## src/rtl/alu_exec_pipe.sv

```systemverilog
// Two-stage pipelined decode-and-execute unit: operand register stage, combinational
// execute, then a result register stage that drives the outputs, with valid/ready on both sides.
module alu_exec_pipe #(
    parameter int WIDTH = 8,
    parameter int TAG_W = 4,
    parameter int CNT_W = 16
) (
    input  logic             clk,
    input  logic             rst_n,
    input  logic             in_valid,
    output logic             in_ready,
    input  logic [WIDTH-1:0] rs,
    input  logic [WIDTH-1:0] rt,
    input  logic [2:0]       sel,
    input  logic [TAG_W-1:0] in_tag,
    output logic             out_valid,
    input  logic             out_ready,
    output logic [WIDTH-1:0] rd,
    output logic [TAG_W-1:0] out_tag,
    output logic             zero,
    output logic             carry,
    input  logic             cnt_clr,
    output logic [CNT_W-1:0] done_cnt
);

    typedef enum logic [2:0] {
        OP_SUB = 3'b000,
        OP_ADD = 3'b001,
        OP_OR  = 3'b010,
        OP_AND = 3'b011,
        OP_ASR = 3'b100,
        OP_ROL = 3'b101,
        OP_SLT = 3'b110,
        OP_SEQ = 3'b111
    } op_e;

    localparam logic [CNT_W-1:0] CNT_ONE = {{(CNT_W-1){1'b0}}, 1'b1};
    localparam logic [CNT_W-1:0] CNT_MAX = {CNT_W{1'b1}};

    logic             s1_v_r;
    logic [WIDTH-1:0] s1_rs_r;
    logic [WIDTH-1:0] s1_rt_r;
    op_e              s1_sel_r;
    logic [TAG_W-1:0] s1_tag_r;

    logic             s2_v_r;
    logic [WIDTH-1:0] s2_rd_r;
    logic [TAG_W-1:0] s2_tag_r;
    logic             s2_zero_r;
    logic             s2_carry_r;
    logic [CNT_W-1:0] done_cnt_r;

    logic             s2_adv_s;
    logic             accept_s;
    logic             out_hs_s;
    logic [WIDTH:0]   add_s;
    logic [WIDTH:0]   sub_s;
    logic             lt_s;
    logic             eq_s;
    logic [WIDTH-1:0] ex_rd_s;
    logic             ex_carry_s;
    logic             ex_zero_s;

    // S2 may take a new op only when it is empty or is draining this cycle
    assign s2_adv_s = s1_v_r && (!s2_v_r || out_ready);
    assign in_ready = !s1_v_r || s2_adv_s;
    assign accept_s = in_valid && in_ready;
    assign out_hs_s = s2_v_r && out_ready;

    // Bit WIDTH of the widened difference is the borrow, i.e. rs < rt
    assign add_s = {1'b0, s1_rs_r} + {1'b0, s1_rt_r};
    assign sub_s = {1'b0, s1_rs_r} - {1'b0, s1_rt_r};
    assign lt_s  = (s1_rs_r < s1_rt_r);
    assign eq_s  = (s1_rs_r == s1_rt_r);

    // Execute: result and carry from the S1 operand registers
    always_comb begin
        ex_rd_s    = {WIDTH{1'b0}};
        ex_carry_s = 1'b0;
        case (s1_sel_r)
            OP_SUB: begin
                ex_rd_s    = sub_s[WIDTH-1:0];
                ex_carry_s = sub_s[WIDTH];
            end
            OP_ADD: begin
                ex_rd_s    = add_s[WIDTH-1:0];
                ex_carry_s = add_s[WIDTH];
            end
            OP_OR:   ex_rd_s = s1_rs_r | s1_rt_r;
            OP_AND:  ex_rd_s = s1_rs_r & s1_rt_r;
            OP_ASR:  ex_rd_s = {s1_rt_r[WIDTH-1], s1_rt_r[WIDTH-1:1]};
            OP_ROL:  ex_rd_s = {s1_rs_r[WIDTH-2:0], s1_rs_r[WIDTH-1]};
            OP_SLT:  ex_rd_s[3:0] = {3'b101, lt_s};
            OP_SEQ:  ex_rd_s[3:0] = {3'b111, eq_s};
            default: ex_rd_s = {WIDTH{1'b0}};
        endcase
    end

    assign ex_zero_s = (ex_rd_s == {WIDTH{1'b0}});

    // Stage 1: capture operands on accept, empty when the op moves on
    always_ff @(posedge clk) begin
        if (!rst_n) begin
            s1_v_r   <= 1'b0;
            s1_rs_r  <= {WIDTH{1'b0}};
            s1_rt_r  <= {WIDTH{1'b0}};
            s1_sel_r <= OP_SUB;
            s1_tag_r <= {TAG_W{1'b0}};
        end else if (accept_s) begin
            s1_v_r   <= 1'b1;
            s1_rs_r  <= rs;
            s1_rt_r  <= rt;
            s1_sel_r <= op_e'(sel);
            s1_tag_r <= in_tag;
        end else if (s2_adv_s) begin
            s1_v_r   <= 1'b0;
        end else begin
            s1_v_r   <= s1_v_r;
        end
    end

    // Stage 2: result register, held stable while the consumer stalls
    always_ff @(posedge clk) begin
        if (!rst_n) begin
            s2_v_r     <= 1'b0;
            s2_rd_r    <= {WIDTH{1'b0}};
            s2_tag_r   <= {TAG_W{1'b0}};
            s2_zero_r  <= 1'b0;
            s2_carry_r <= 1'b0;
        end else if (s2_adv_s) begin
            s2_v_r     <= 1'b1;
            s2_rd_r    <= ex_rd_s;
            s2_tag_r   <= s1_tag_r;
            s2_zero_r  <= ex_zero_s;
            s2_carry_r <= ex_carry_s;
        end else if (out_hs_s) begin
            s2_v_r     <= 1'b0;
        end else begin
            s2_v_r     <= s2_v_r;
        end
    end

    // Completed-op counter; clear wins over a same-cycle handshake
    always_ff @(posedge clk) begin
        if (!rst_n) begin
            done_cnt_r <= {CNT_W{1'b0}};
        end else if (cnt_clr) begin
            done_cnt_r <= {CNT_W{1'b0}};
        end else if (out_hs_s && (done_cnt_r != CNT_MAX)) begin
            done_cnt_r <= done_cnt_r + CNT_ONE;
        end else begin
            done_cnt_r <= done_cnt_r;
        end
    end

    assign out_valid = s2_v_r;
    assign rd        = s2_rd_r;
    assign out_tag   = s2_tag_r;
    assign zero      = s2_zero_r;
    assign carry     = s2_carry_r;
    assign done_cnt  = done_cnt_r;

endmodule

```

## config.mk

```make
export PLATFORM = sky130hd
export DESIGN_NAME = alu_exec_pipe
export DESIGN_NICKNAME = d
export VERILOG_FILES = /design/src/rtl/alu_exec_pipe.sv
export SDC_FILE = /design/constraint.sdc
export NUM_CORES = 1
export LEC_CHECK = 0
export ABC_AREA = 1
export BUFFER_PORTS_ARGS = -buffer_cell sky130_fd_sc_hd__buf_2
export CORE_ASPECT_RATIO = 1.25
export CORE_MARGIN = 4
export CORE_UTILIZATION = 45
export DETAILED_ROUTE_END_ITERATION = 6
export HOLD_SLACK_MARGIN = 0.15
export PLACE_DENSITY_LB_ADDON = 0.05
export SLEW_MARGIN = 20
export SYNTH_ARGS = -nofsm -noshare
export SYNTH_HDL_FRONTEND = slang
export SYNTH_SLANG_ARGS = --single-unit
export TNS_END_PERCENT = 100
```

## constraint.sdc

```tcl
create_clock -name clk -period 2.4 [get_ports clk]
set_clock_uncertainty 0.15 [all_clocks]
set_input_delay 0.12 -clock clk [delete_from_list [all_inputs] [get_ports clk]]
set_output_delay 0.12 -clock clk [all_outputs]
set_load 0.05 [all_outputs]
```

==> flow_summary.toml <==
[die]
rows = 36
core-area_um2 = 7790
die_x_um = 87.8
fp.dieH_um = 108
die_area_um2 = 9470
ioPinCount = 60
initial_core_util = 0.460

[route]
num_vias = 3636
wl_per_cell_um = 13.8
drc_errors = 0
first_iter_violations = 99
routed_wl_um = 9810
ant_nets = 0
first_pass_iters = 4
viasPerCell = 5.13

[cells_and_area]
area_growth_pct = 21.8
layout.cells.most_common = "nand2_1"
layout_common_cells = "nand2_1 (88), nor2_1 (71), inv_1 (64), buf_2 (59), dfxtp_1 (54)"
stdcell_area_um2 = 4370
fill_cells = 791
antennaDiodeCount = 0
nNetsFinal = 670
drive_above_1_share = 0.194

[setup_path]
path_buf_inv = 2
cp_top_family = "simple AND/OR/NAND/NOR gates"
path_cells = "ha_4 -> inv_1 -> fa_2 -> inv_1 -> nand3_1 -> nand2_1 -> nor2_1 -> nand3_1 -> nor2_1 -> nand3_1 -> nor2_1 -> nand4_1 -> a21oi_1"
crit_required_ps = 2490
cp-end-kind = "flop"
cp_max_fo = 4
cpPeakStageDelay_ps = 510
worstSetupPathType = "flop to flop"
worst_setup_path_start_kind = "flop"
cpMaxStageDelayCell = "fa_2"
cp_data_arrival_time_ps = 2380

[global_route]
grt_antenna_before_repair = 0
grt_pass1_wl_um = 16100
grt_start_max_net_pins = 45
grt_pass1_vias = 3467
grt_usage = 0.213
grt-ovfl-total = 0

[clock_network]
cts_tree = "done"
clk_path_buf_depth = 2
path_clk_slew_ps = 100
cts_buffers = 5
insertion_delay_ps = 310
cts.sinks = 55
h-tree-depth = 2
cts_root_buffer = "clkbuf_8"

[flow_run]
drv_cap = 0

[synth]
ys_ff_latch = 55
syn_nets = 586
ys.flop_type = "dfxtp_1"
syn_area_um2 = 3580
synth_cell_types = 39
avgSynthCellArea_um2 = 6.76
synth.yosys.seq_area_share = 0.307
yosysWarnings = 0
synth_edf_count = 0
synthArstFlopShare = 0
synth_cells = 530

[timing]
final_hold_viol_count = 0
max_freq_mhz = 437
max-slew-margin-rel = 0.726
setup_tns_ps = 0
fin_crit_ps = 2290
final-setup-viol-count = 0
fin_crit_sh = 0.953
rsz0062_at_grt = "no"
tightestPinTransition_ps = 410
slew_viol_final = 0

[power_and_ir_drop]
intPower_w = 0.00150
switching_share = 0.340
power_density_nw_per_um2 = 521
clkPwrFrac = 0.270
peakVddDrop_v = 0.000289
seqPwrFrac = 0.440
p_leak_nw = 2.06
power_frac_comb = 0.290
power.switching_w = 0.000773

[placement]
gp_congestion = 0.928
portBuffers = 59
place_area_um2 = 3940
dp_hpwl_um = 7510

[run_status]
status = "complete, no violations"

[min_path]
hold_class = "primary input to flop"
==> routing by layer <==
layer | up-vias | wire length [µm] | GRT usage
li1 | 1882 | - | -
met1 | 1658 | 4050 | 0.250
met2 | 84 | 5220 | 0.393
met3 | 12 | 394 | 0.0283
met4 | 0 | 141 | 0.0658
met5 | - | 0 | 0
==> power by group through the flow <==
stage          Combinational [W]  Clock (W)  Sequential (W)
2_1_floorplan           0.000400          0         0.00107
3_3_place_gp            0.000608          0         0.00102
3_5_place_dp            0.000607          0         0.00102
4_1_cts                 0.000644   0.000642        0.000999
5_1_grt                 0.000737   0.000681         0.00101
6_report                0.000660   0.000614         0.00100
==> stage by stage <==
step           hold slack [ps]  utilization  instances  total power [W]  setup slack (ps)
3_3_place_gp               228        0.505        674          0.00163              28.7
5_1_grt                    249        0.560        709          0.00243              7.65
3_5_place_dp               234        0.505        674          0.00163              35.2
6_report                   202        0.560        709          0.00227               112
2_1_floorplan              108            -        530          0.00147               153
4_1_cts                    212        0.554        708          0.00228              1.11
==> final cells by class <==
class | count | area [µm²] | area share
Multi-Input combinational cell | 381 | 2110 | 0.483
Tap cell | 95 | 119 | 0.0272
Clock buffer | 5 | 68.8 | 0.0158
Sequential cell | 55 | 1100 | 0.253
Clock inverter | 2 | 37.5 | 0.00860
Timing Repair Buffer | 97 | 648 | 0.148
Inverter | 74 | 280 | 0.0642
==> timing repair <==
item	CTS	global route
setup endpoints to repair	0	3
gates resized for setup	0	13
hold endpoints to repair	40	0
setup buffers	0	1
hold buffers	27	0
==> cell families after synthesis <==
group | share of synthesized area
AO/OA/AOI/OAI | 0.151
XOR/XNOR | 0.00489
adder cells (fa/ha/maj) | 0.102
buffers and inverters | 0.116
flip-flops | 0.307
AND/OR/NAND/NOR | 0.319
==> cells in the mapped netlist, drive strengths merged (2+ instances only) <==
| cell type | instances | area [µm²] |
|---|---|---|
| nor2 | 79 | 319 |
| dfxtp | 55 | 1100 |
| clkbuf | 9 | 33.8 |
| nand4 | 15 | 93.8 |
| buf | 11 | 101 |
| ha | 26 | 325 |
| nand3 | 46 | 245 |
| a21oi | 48 | 248 |
| o21ai | 48 | 240 |
| o22ai | 3 | 18.8 |
| nand2 | 93 | 364 |
| fa | 2 | 40.0 |
| nor3 | 9 | 61.3 |
| nor4 | 2 | 33.8 |
| inv | 74 | 280 |
==> registers in the layout, summed over array words and instances (netlist names) <==
name	flops
s1_rs_r	8
done_cnt	16
s1_rt_r	8
out_valid	1
s1_tag_r	4
s1_v_r	1
out_tag	4
zero	1
carry	1
s1_sel_r	3
rd	8
==> worst paths after layout <==
kind                                  from      to  slack [ps]  depth (start not counted)
worst min register to register       carry   carry         330                          2
worst max register to register  s1_rt_r[0]    zero         110                         13
worst max-delay path            s1_rt_r[0]    zero         110                         13
worst min-delay path              in_valid  s1_v_r         200                          4
==> tightest hold or removal path, cell delays in order <==
cell	delay [ps]
buf_2	80
nand2_1	40
buf_4	230
a21oi_1	150
Power figures use the tool's default switching activity.
